## config.mk

```make
export PLATFORM = sky130hd
export DESIGN_NAME = rgmii_idelay_cal
export DESIGN_NICKNAME = d
export VERILOG_FILES = /design/src/rtl/rgmii_cal_pkg.sv /design/src/rtl/rgmii_cal_window.sv /design/src/rtl/rgmii_idelay_cal.sv
export SDC_FILE = /design/constraint.sdc
export NUM_CORES = 1
export LEC_CHECK = 0
export ABC_CLOCK_PERIOD_IN_PS = 3100
export BUFFER_PORTS_ARGS = -buffer_cell sky130_fd_sc_hd__buf_2
export CORE_MARGIN = 2
export CORE_UTILIZATION = 60
export DETAILED_ROUTE_END_ITERATION = 10
export PLACE_DENSITY = 0.9
export SLEW_MARGIN = 10
export SYNTH_ARGS = -nofsm -noshare
export SYNTH_HDL_FRONTEND = slang
export SYNTH_SLANG_ARGS = --single-unit
export TNS_END_PERCENT = 5
```

## constraint.sdc

```tcl
create_clock -name delay_clk -period 3.1 [get_ports delay_clk]
set_input_delay 0.155 -clock delay_clk [delete_from_list [all_inputs] [get_ports delay_clk]]
set_output_delay 0.155 -clock delay_clk [all_outputs]
set_load 0.02 [all_outputs]
```

## src/rtl/rgmii_cal_pkg.sv

```systemverilog
// rtl/rgmii_cal_pkg.sv - shared types and widths for the RGMII IDELAY tap calibrator
package rgmii_cal_pkg;

    localparam int TAP_W   = 5;
    localparam int TAP_MAX = 31;
    localparam int LEN_W   = 6;

    typedef enum logic [2:0] {
        ST_IDLE,
        ST_SET_TAP,
        ST_SETTLE,
        ST_MEASURE,
        ST_JUDGE,
        ST_CENTER,
        ST_DONE,
        ST_FAIL
    } cal_state_t;

endpackage

```

## src/rtl/rgmii_cal_window.sv

```systemverilog
// rtl/rgmii_cal_window.sv - run/best passing-window tracker and centre-tap computation
//
// Ports:
//   clk, resetn  clock and synchronous active-low reset
//   clear        restart tracking (start of a calibration)
//   judge        one-cycle strobe: score the current tap
//   pass         verdict for the current tap, sampled with judge
//   tap          tap being judged
//   best_start   first tap of the longest passing window so far
//   best_len     length of that window
//   centre       best_start + (best_len-1)/2
module rgmii_cal_window
    import rgmii_cal_pkg::*;
(
    input  logic             clk,
    input  logic             resetn,
    input  logic             clear,
    input  logic             judge,
    input  logic             pass,
    input  logic [TAP_W-1:0] tap,
    output logic [TAP_W-1:0] best_start,
    output logic [LEN_W-1:0] best_len,
    output logic [TAP_W-1:0] centre
);

    logic [TAP_W-1:0] run_start;
    logic [LEN_W-1:0] run_len;
    logic [TAP_W-1:0] cur_start;
    logic [LEN_W-1:0] cur_len;

    always_comb begin
        cur_start = (run_len == '0) ? tap : run_start;
        cur_len   = run_len + LEN_W'(1);
        // Only meaningful when best_len >= 1; the caller gates on a minimum length.
        centre    = TAP_W'({1'b0, best_start} + ((best_len - LEN_W'(1)) >> 1));
    end

    always_ff @(posedge clk) begin
        if (!resetn || clear) begin
            run_start  <= '0;
            run_len    <= '0;
            best_start <= '0;
            best_len   <= '0;
        end else if (judge) begin
            if (pass) begin
                run_start <= cur_start;
                run_len   <= cur_len;
                // Strictly greater: an equal-length later window never displaces the earlier one.
                if (cur_len > best_len) begin
                    best_start <= cur_start;
                    best_len   <= cur_len;
                end
            end else begin
                run_len <= '0;
            end
        end
    end

endmodule

```

## src/rtl/rgmii_idelay_cal.sv

```systemverilog
// rtl/rgmii_idelay_cal.sv - IDELAY tap sweep calibrator driving the RGMII data-lane delay setting
//
// Ports:
//   delay_clk, delay_rst_n  control clock and synchronous active-low reset
//   cal_start               single-cycle calibration request (ignored while busy)
//   byte_vld, byte_ok       pattern-checker strobe and match flag
//   delay_set_out           tap readback from the IDELAY
//   delay_set_in            tap loaded into the IDELAY
//   cal_busy                sweep in progress
//   cal_done, cal_fail      sticky result of the last calibration
//   win_start, win_len      best passing window found by the last calibration
module rgmii_idelay_cal
    import rgmii_cal_pkg::*;
#(
    parameter int               SETTLE_CYC  = 16,
    parameter int               MEAS_BYTES  = 64,
    parameter int               TIMEOUT_CYC = 4096,
    parameter int               MIN_WIN     = 4,
    parameter logic [TAP_W-1:0] DEFAULT_TAP = 5'd0
) (
    input  logic             delay_clk,
    input  logic             delay_rst_n,
    input  logic             cal_start,
    input  logic             byte_vld,
    input  logic             byte_ok,
    input  logic [TAP_W-1:0] delay_set_out,
    output logic [TAP_W-1:0] delay_set_in,
    output logic             cal_busy,
    output logic             cal_done,
    output logic             cal_fail,
    output logic [TAP_W-1:0] win_start,
    output logic [LEN_W-1:0] win_len
);

    localparam int SET_W  = $clog2(SETTLE_CYC + 1);
    localparam int BYTE_W = $clog2(MEAS_BYTES + 1);
    localparam int TO_W   = $clog2(TIMEOUT_CYC + 1);

    cal_state_t        state;
    cal_state_t        next_state;
    logic [SET_W-1:0]  settle_cnt;
    logic [BYTE_W-1:0] byte_cnt;
    logic [TO_W-1:0]   to_cnt;
    logic [TAP_W-1:0]  tap;
    logic              tap_bad;

    logic              start_ok;
    logic              settle_last;
    logic              timeout_hit;
    logic              byte_last;

    logic [TAP_W-1:0]  best_start;
    logic [LEN_W-1:0]  best_len;
    logic [TAP_W-1:0]  centre;

    rgmii_cal_window u_window (
        .clk        (delay_clk),
        .resetn     (delay_rst_n),
        .clear      (start_ok),
        .judge      (state == ST_JUDGE),
        .pass       (!tap_bad),
        .tap        (tap),
        .best_start (best_start),
        .best_len   (best_len),
        .centre     (centre)
    );

    always_comb begin
        start_ok    = cal_start && (state == ST_IDLE || state == ST_DONE || state == ST_FAIL);
        settle_last = (settle_cnt == SET_W'(SETTLE_CYC - 1));
        timeout_hit = (to_cnt == TO_W'(TIMEOUT_CYC - 1));
        byte_last   = byte_vld && (byte_cnt == BYTE_W'(MEAS_BYTES - 1));

        next_state = state;
        case (state)
            ST_IDLE, ST_DONE, ST_FAIL: if (start_ok) next_state = ST_SET_TAP;
            ST_SET_TAP:                next_state = ST_SETTLE;
            ST_SETTLE:                 if (settle_last) next_state = ST_MEASURE;
            ST_MEASURE:                if (timeout_hit || byte_last) next_state = ST_JUDGE;
            ST_JUDGE:                  next_state = (tap == TAP_W'(TAP_MAX)) ? ST_CENTER : ST_SET_TAP;
            ST_CENTER:                 next_state = (best_len >= LEN_W'(MIN_WIN)) ? ST_DONE : ST_FAIL;
            default:                   next_state = ST_IDLE;
        endcase
    end

    always_ff @(posedge delay_clk) begin
        if (!delay_rst_n) begin
            state        <= ST_IDLE;
            settle_cnt   <= '0;
            byte_cnt     <= '0;
            to_cnt       <= '0;
            tap          <= '0;
            tap_bad      <= 1'b0;
            delay_set_in <= DEFAULT_TAP;
            cal_busy     <= 1'b0;
            cal_done     <= 1'b0;
            cal_fail     <= 1'b0;
            win_start    <= '0;
            win_len      <= '0;
        end else begin
            state <= next_state;
            case (state)
                ST_IDLE, ST_DONE, ST_FAIL: begin
                    if (start_ok) begin
                        tap      <= '0;
                        cal_busy <= 1'b1;
                        cal_done <= 1'b0;
                        cal_fail <= 1'b0;
                    end
                end
                ST_SET_TAP: begin
                    delay_set_in <= tap;
                    settle_cnt   <= '0;
                    tap_bad      <= 1'b0;
                end
                ST_SETTLE: begin
                    settle_cnt <= settle_cnt + SET_W'(1);
                    if (settle_last) begin
                        byte_cnt <= '0;
                        to_cnt   <= '0;
                        if (delay_set_out != tap) tap_bad <= 1'b1;
                    end
                end
                ST_MEASURE: begin
                    to_cnt <= to_cnt + TO_W'(1);
                    // Timeout takes precedence: a strobe on the timeout cycle is not scored.
                    if (timeout_hit) begin
                        tap_bad <= 1'b1;
                    end else if (byte_vld) begin
                        byte_cnt <= byte_cnt + BYTE_W'(1);
                        if (!byte_ok) tap_bad <= 1'b1;
                    end
                end
                ST_JUDGE: begin
                    tap <= tap + TAP_W'(1);
                end
                ST_CENTER: begin
                    win_start <= best_start;
                    win_len   <= best_len;
                    cal_busy  <= 1'b0;
                    if (best_len >= LEN_W'(MIN_WIN)) begin
                        delay_set_in <= centre;
                        cal_done     <= 1'b1;
                    end else begin
                        delay_set_in <= DEFAULT_TAP;
                        cal_fail     <= 1'b1;
                    end
                end
                default: ;
            endcase
        end
    end

endmodule

```

==> impl_metrics.yaml, run 1 <==
worst_setup_path:
  path_class: "flop to flop"
  r2r-start: "u_window.run_len[0]"
  end_kind: "flop"
  crit_path_start_kind: "flop"
  startpoint: "u_window.run_len[0]"
  r2r_slack_ns: 0.53
  cp_max_fo: 13
  arrival_ns: 2.82
  crit_required_ns: 3.35
yosys:
  yosysTopAreaCell: "dfxtp_1"
  synth-compound-area-share: 0.188
  synth_mux_area_frac: 0.0510
  yosysWarnings: 0
  synth-seq-cells: 75
  synth_fa_ha_area_frac: 0.0717
  synth.most_common_cell: "dfxtp_1"
  synthCells: 479
  syn_nets: 511
  synth_enable_flop_cells: 0
  synth_xor_area_frac: 0.0377
  syn_avg_cell_area_um2: 8.24
  synth_cell_types: 53
  synth_common_cells: "75 x dfxtp_1, 59 x nor2_1, 56 x nand2_1"
  synthFlopType: "dfxtp_1"
  synth_top_family_by_area: "simple AND/OR/NAND/NOR gates"
  async_flop_share: 0
  synth_top_area_frac: 0.380
  ys_seq_area_frac: 0.380
  ys_top_cells_by_area: "dfxtp_1 38%, ha_1 6.7%, a21oi_1 5.8%"
  syn-cell-area_um2: 3950
  synthSimpleGateAreaFrac: 0.229
worst_hold_path:
  min_path_type: "input pin to flop"
  min-delay-start: "delay_rst_n"
clock_tree:
  post-cts-setup-buffers: 0
  cts_sinks: 75
  clk_pin_slew_worst_paths_ns: 0.08
  cts_buffer_depth: 2
  cts_tree: "yes"
  clk_latency_ns: 0.35
  htree_num_levels: 3
  root_buffer: "clkbuf_8"
  postCtsHoldBufs: 0
  cts_resized: 0
  cts_buffers: 9
global_routing:
  grt_pass1_wl_um: 15500
  grt_usage: 0.263
  grt_pass1_vias: 3509
  antenna_found_initial: 0
  overflow: 0
  grt_max_degree: 34
power:
  netSwitchingFraction: 0.304
  seq_power_share: 0.525
  peakVddDrop_uv: 320
  pwr_density_cell_nw_per_um2: 460
  p_switching_mw: 0.601
  power.leakage_nw: 1.63
  p_int_mw: 1.38
  clockPowerShare: 0.337
  p_comb_frac: 0.138
timing:
  setup_violations: 0
  fin_tns_setup_ns: 0
  hold_viol_final: 0
  finalClockSkew_ns: 0.0116
  clock.fmax_mhz: 390
  period_needed_ns: 2.57
  worstMarginPinSlew_ns: 0.855
  relSlewSlack: 0.429
  slew_viol_final: 0
  finalCritPeriodShare: 0.827
  rsz0062_at_grt: "no"
placement:
  dpl_cell_area_um2: 4130
  dp_hpwl_um: 6580
  place.gp.congestion: 0.921
  port_buffers: 28
detailed_routing:
  vias_per_cell: 6.20
  first_pass_iters: 5
  wirelength_um: 9290
  drcViolationCount: 0
  vias: 3608
  postRouteAntennaNets: 0
  detail_route.wl_per_cell_um: 16.0
  drt_iter0_drc: 219
layout:
  drive_above_1_share: 0.113
  fin_nets: 532
  n_antenna_cell: 0
  fillCellCount: 499
  postLayoutCellArea_um2: 4300
  syn2layout_area_growth_pct: 8.85
floorplanning:
  die_area_um2: 7240
  die_w_um: 85.1
  rows: 29
  chipHeight_um: 85.1
  core_um2: 6350
  initial_core_util: 0.621
  ios: 29
status:
  status: "completed"
run:
  drv_cap: 0
==> power groups by stage <==
stage	combinational [mW]	clock, mW	sequential [mW]
detailed placement	0.266	0	1.06
CTS	0.269	0.679	1.04
floorplan	0.208	0	1.05
finish	0.273	0.665	1.04
global placement	0.258	0	1.06
global route	0.303	0.713	1.04
==> registers in the layout, summed over array words and instances (netlist names), 3 cells and up <==
signal / flops
to_cnt: 13
byte_cnt: 7
u_window.best_len: 6
u_window.run_len: 6
win_len: 6
delay_set_in: 5
settle_cnt: 5
tap: 5
u_window.best_start: 5
u_window.run_start: 5
win_start: 5
state: 3
==> final cells by class <==
cell class / instances / area (µm²) / area share
Multi-Input combinational cell: 363 / 2280 / 0.530
Sequential cell: 75 / 1500 / 0.350
Timing Repair Buffer: 35 / 193 / 0.0449
Clock buffer: 10 / 128 / 0.0297
Tap cell: 77 / 96.3 / 0.0224
Inverter: 16 / 60.1 / 0.0140
Clock inverter: 6 / 41.3 / 0.00961
==> cells in the final DEF (no fill, tap or decap), drive strengths merged, types with 2 or more instances in the layout <==
master    netlist  routed
nand4           7       7
xor2            6       6
or4             3       3
nand2b          2       2
nor2           59      59
a311oi          4       4
clkinv          1       3
nand2          56      56
nand3b          2       2
or3             6       6
nor3            8       8
o21a            3       3
clkbuf         22      10
nor2b           7       7
and3            6       6
o211ai          4       4
o31ai           4       4
nand3          15      15
ha             21      21
clkinvlp        0       3
mux2i          19      19
xnor2          11      11
a211oi         11      11
a21o            5       5
nor4            7       7
o311ai          2       2
inv            15      16
o21ai          24      24
a21oi          46      46
a22oi           7       7
dfxtp          75      75
buf             3      35
and2            3       3
==> path summary, 6_finish.rpt <==
| check | to | cells past startpoint |
|---|---|---|
| max | u_window.best_start[4] | 10 |
| min | delay_set_in[3] | 3 |
| max reg2reg | u_window.best_start[4] | 10 |
| min reg2reg | win_start[3] | 2 |
==> logic make-up after synthesis <==
logic type | Yosys count
AOI/OAI and AO/OA | 118
adders and majority gates | 22
xor gates and xnor gates | 17
DFF | 75
buffers and inverters | 41
muxes | 20
and+or+nand+nor | 186
==> critical path, stage by stage (launching register included) <==
cell      delay, ns
dfxtp_1        0.42
ha_1           0.27
nand3_1        0.12
xnor2_1        0.25
ha_1           0.30
nand4_1        0.10
o21ai_2        0.08
a211oi_4       0.35
buf_4          0.27
nor2_1         0.06
a211oi_1       0.24
==> per-layer routing <==
metal / vias to the layer above / share of wire / global-route usage / wire (µm)
met5: - / 0 / 0 / 0
met3: 31 / 0.056 / 0.0535 / 516
met2: 131 / 0.49 / 0.440 / 4540
met1: 1703 / 0.43 / 0.319 / 3950
li1: 1743 / - / - / -
met4: 0 / 0.030 / 0.139 / 276
==> through the flow <==
stage               instances  utilization  worst slack (ns)  total power [mW]  hold slack, ns
floorplan                 479            -             0.872              1.25           0.375
global placement          566        0.650             0.746              1.32           0.444
detailed placement        566        0.650             0.606              1.33           0.445
CTS                       582        0.676             0.560              1.99           0.125
global route              582        0.676             0.336              2.06           0.170
finish                    582        0.676             0.535              1.98           0.139
No activity file was read; power rests on OpenSTA's default activity.
==> inputs of run 2 (changes only) <==
- ABC_CLOCK_PERIOD_IN_PS: 3100 -> 2700
- clock period: 3.1 -> 2.7 ns (I/O delays scaled with it)
==> run 2 against run 1 <==
Largest cell class unchanged; power rose by 23%; global-route usage down 0.93 points; sequential share of layout area decreased by 0.48 points; first-iteration DRC count grew 45%; register-to-register slack got worse by 0.30 ns; die area did not move.
==> impl_metrics.yaml, run 2 (synthesized netlist as in run 1, its figures left out) <==
status:
  status: "completed"
clock_tree:
  cts_tree: "yes"
  cts_sinks: 75
  clk_pin_slew_worst_paths_ns: 0.08
  cts_buffer_depth: 2
  cts_resized: 0
  clk_latency_ns: 0.35
  root_buffer: "clkbuf_8"
  postCtsHoldBufs: 0
  htree_num_levels: 3
  post-cts-setup-buffers: 0
  cts_buffers: 9
worst_hold_path:
  hold-path-endpoint: "tap_bad"
  min-delay-start: "delay_rst_n"
  hold_path_depth: 3
  min_path_type: "input pin to flop"
global_routing:
  grt_pass1_vias: 3336
  grt_pass1_wl_um: 15000
  grt_usage: 0.254
  antenna_found_initial: 0
  overflow: 0
  grt_max_degree: 31
worst_setup_path:
  crit_required_ns: 2.96
  r2r-start: "u_window.best_len[0]"
  r2r_slack_ns: 0.24
  cp_max_fo: 6
  crit_path_start_kind: "flop"
  arrival_ns: 2.72
  r2r-end: "delay_set_in[4]"
  end_kind: "flop"
  startpoint: "u_window.best_len[0]"
  critical-path-max-stage-delay_ns: 0.42
  r2r_cells: 10
  path_cells: "inv_1 -> ha_1 -> inv_1 -> ha_1 -> fa_1 -> a21o_1 -> a21oi_1 -> xor2_1 -> and3_1 -> o32ai_1"
  crit_slowest_cell: "dfxtp_1"
  path_class: "flop to flop"
layout:
  fin_nets: 535
  final_common_cell: "dfxtp_1"
  final_cell_mix: "75 x dfxtp_1, 59 x nor2_1, 56 x nand2_1"
  syn2layout_area_growth_pct: 10.4
  drive_above_1_share: 0.116
  top_regs: "to_cnt x13, byte_cnt x7"
  postLayoutCellArea_um2: 4360
  n_antenna_cell: 0
  regMostFlops: "to_cnt"
  fillCellCount: 511
  fin_util: 0.686
  largest_reg_flops: 13
  final_cells: 584
detailed_routing:
  vias: 3519
  vias_per_cell: 6.03
  drt_iter0_drc: 318
  detail_route.wl_per_cell_um: 15.0
  wirelength_um: 8790
  drcViolationCount: 0
  postRouteAntennaNets: 0
  first_pass_iters: 5
timing:
  clock.fmax_mhz: 406
  slew_viol_final: 0
  setup_ws_ns: 0.239
  period_needed_ns: 2.46
  rsz0062_at_grt: "no"
  relSlewSlack: 0.617
  hold_ws_ns: 0.117
  setup_violations: 0
  hold_viol_final: 0
  finalClockSkew_ns: 0.0108
  worstMarginPinSlew_ns: 0.574
  finalCritPeriodShare: 0.911
  fin_tns_setup_ns: 0
power:
  peakVddDrop_uv: 466
  design_power_total_mw: 2.43
  power.leakage_nw: 1.67
  pwr_density_cell_nw_per_um2: 559
floorplanning:
  chipHeight_um: 85.1
  initial_core_util: 0.621
  ios: 29
  die_area_um2: 7240
  core_um2: 6350
  rows: 29
  die_w_um: 85.1
placement:
  place_inst: 569
  dpl_cell_area_um2: 4150
  port_buffers: 28
  dp_hpwl_um: 6360
  place.gp.congestion: 0.912
  pre_cts_ws_ns: 0.284
run:
  drv_cap: 0
[run 2: cell types whose count changed in the layout (fill, tap and decap cells not counted)]
cell / delta
bufinv_16: +2
inv_6: -1
clkinv_4: +1
clkinvlp_4: -3
buf_4: +3
[run 2: worst max path at each step]
stage / to
detailed placement: delay_set_in[4]
global route: delay_set_in[4]
global placement: delay_set_in[4]
finish: delay_set_in[4]
floorplan: delay_set_in[4]
CTS: delay_set_in[4]
[run 2: cell type report]
class / count / area, µm² / area share
Clock inverter: 5 / 78.8 / 0.0181
Inverter: 16 / 60.1 / 0.0138
Clock buffer: 10 / 128 / 0.0293
Timing Repair Buffer: 38 / 215 / 0.0494
Tap cell: 77 / 96.3 / 0.0221
Sequential cell: 75 / 1500 / 0.345
Multi-Input combinational cell: 363 / 2280 / 0.523
[run 2: report_power, final]
part | switching, mW | internal [mW] | leakage, nW
logic | 0.216 | 0.118 | 0.962
clock network | 0.411 | 0.514 | 0.106
registers | 0.0389 | 1.14 | 0.606
[run 2: worst max-delay path: cells and delay by family (launching register included)]
| family | cells | cell delay (ns) |
|---|---|---|
| buf+inv | 2 | 0.15 |
| fa+ha+maj | 3 | 0.90 |
| flops | 1 | 0.42 |
| xor+xnor | 1 | 0.10 |
| compound gates | 3 | 0.61 |
| simple gates | 1 | 0.18 |
[run 2: per-layer routing]
metal | vias to the layer above | routed length, µm | track usage
met5 | - | 0 | 0
met4 | 0 | 191 | 0.113
met3 | 17 | 369 | 0.0370
met2 | 86 | 4300 | 0.424
met1 | 1663 | 3930 | 0.327
li1 | 1753 | - | -
==> inputs of run 3 (changes only) <==
- RECOVER_POWER: default -> 50
==> run 3 against run 2 <==
Non-clock buffer count is the same; global-route usage is the same; sequential power is essentially flat; core utilization decreased by 0.47 points; count of clock-buffer cells in the layout unchanged; critical path depth did not move; power shrank 0.30%; sequential share of layout area up 0.24 points; critical path type unchanged; clock skew is 0.0011 ns higher; highest routed layer unchanged; clock power about the same.
==> impl_metrics.yaml, run 3 (synthesized netlist as in run 1, its figures left out) <==
status:
  status: "completed"
global_routing:
  antenna_found_initial: 0
  grt_max_degree: 31
  grt_pass1_wl_um: 15000
  grt_pass1_vias: 3336
  overflow: 0
  grt_usage: 0.254
detailed_routing:
  detail_route.wl_per_cell_um: 15.1
  drcViolationCount: 0
  first_pass_iters: 7
  vias_per_cell: 5.99
  wirelength_um: 8810
  vias: 3500
  drt_iter0_drc: 311
  postRouteAntennaNets: 0
clock_tree:
  cts_tree: "yes"
  cts_resized: 0
  postCtsHoldBufs: 0
  post-cts-setup-buffers: 0
  cts_buffers: 9
  htree_num_levels: 3
  root_buffer: "clkbuf_8"
  cts_sinks: 75
  clk_pin_slew_worst_paths_ns: 0.08
  clk_latency_ns: 0.35
  cts_buffer_depth: 2
timing:
  finalCritPeriodShare: 0.912
  setup_violations: 0
  hold_ws_ns: 0.113
  finalClockSkew_ns: 0.0119
  hold_viol_final: 0
  relSlewSlack: 0.266
  slew_viol_final: 0
  clock.fmax_mhz: 406
  setup_ws_ns: 0.239
  period_needed_ns: 2.46
  rsz0062_at_grt: "no"
  fin_tns_setup_ns: 0
  worstMarginPinSlew_ns: 1.10
worst_setup_path:
  path_class: "flop to flop"
  end_kind: "flop"
  crit_required_ns: 2.96
  cp_max_fo: 6
  crit_path_start_kind: "flop"
  arrival_ns: 2.72
power:
  seq_power_share: 0.484
  p_int_mw: 1.76
  pwr_density_cell_nw_per_um2: 561
  netSwitchingFraction: 0.274
  p_switching_mw: 0.664
  clockPowerShare: 0.381
  p_comb_frac: 0.135
  peakVddDrop_uv: 466
  power.leakage_nw: 1.59
layout:
  top_regs: "to_cnt x13, byte_cnt x7"
  drive_above_1_share: 0.0769
  n_antenna_cell: 0
  final_cell_mix: "75 x dfxtp_1, 59 x nor2_1, 56 x nand2_1"
  largest_reg_flops: 13
  regMostFlops: "to_cnt"
  final_common_cell: "dfxtp_1"
  syn2layout_area_growth_pct: 9.61
  postLayoutCellArea_um2: 4330
  fin_nets: 535
  fin_util: 0.681
run:
  drv_cap: 0
placement:
  pre_cts_ws_ns: 0.284
  dpl_cell_area_um2: 4150
  dp_hpwl_um: 6360
  place.gp.congestion: 0.912
  port_buffers: 28
floorplanning:
  chipHeight_um: 85.1
  die_w_um: 85.1
  rows: 29
  die_area_um2: 7240
  core_um2: 6350
  ios: 29
  initial_core_util: 0.621
worst_hold_path:
  min_path_type: "input pin to flop"
run 3: changes by cell type in the layout (fill, tap and decap cells not counted):
| cell | change |
|---|---|
| clkbuf_1 | +20 |
| o21ai_1 | -1 |
| buf_2 | -19 |
| buf_4 | -2 |
| clkbuf_2 | +1 |
| o21ai_0 | +1 |
run 3: power by group through the flow:
stage	clock [mW]	combinational, mW	sequential [mW]
2_1_floorplan	0	0.239	1.20
3_3_place_gp	0	0.324	1.20
3_5_place_dp	0	0.329	1.20
4_1_cts	0.936	0.332	1.17
5_1_grt	0.988	0.366	1.18
6_report	0.923	0.328	1.18
run 3: stage by stage:
| step | std cells | power (mW) |
|---|---|---|
| 4_1_cts | 584 | 2.44 |
| 6_report | 584 | 2.43 |
| 2_1_floorplan | 479 | 1.44 |
| 3_3_place_gp | 569 | 1.52 |
| 5_1_grt | 584 | 2.53 |
| 3_5_place_dp | 569 | 1.53 |
run 3: worst max-delay path, cell delays in order (launching register included):
cell and delay, ns:
dfxtp_1 0.42, inv_1 0.11, ha_1 0.29, inv_1 0.04, ha_1 0.19, fa_1 0.42, a21o_1 0.18, a21oi_1 0.18
xor2_1 0.10, and3_1 0.18, o32ai_1 0.25
run 3: metal layers:
metal / vias up / track usage / wire length (µm)
met5: - / 0 / 0
met4: 0 / 0.113 / 189
met3: 18 / 0.0370 / 351
met2: 79 / 0.424 / 4310
met1: 1652 / 0.327 / 3950
li1: 1751 / - / -
run 3: final timing paths:
path	start	to	depth (start not counted)	slack, ns
worst max-delay path	u_window.best_len[0]	delay_set_in[4]	10	0.24
worst min-delay path	delay_rst_n	delay_set_in[3]	3	0.11
worst max register to register	u_window.best_len[0]	delay_set_in[4]	10	0.24
worst min register to register	win_start[0]	win_start[0]	2	0.46
run 3: layout make-up:
cell class,count,area [µm²]
multi-input cells,363,2280
fillers,529,2020
flip-flops and latches,75,1500
repair buffers,38,185
clock buffers,10,128
well taps,77,96.3
clock inverters,5,78.8
inverters,16,60.1
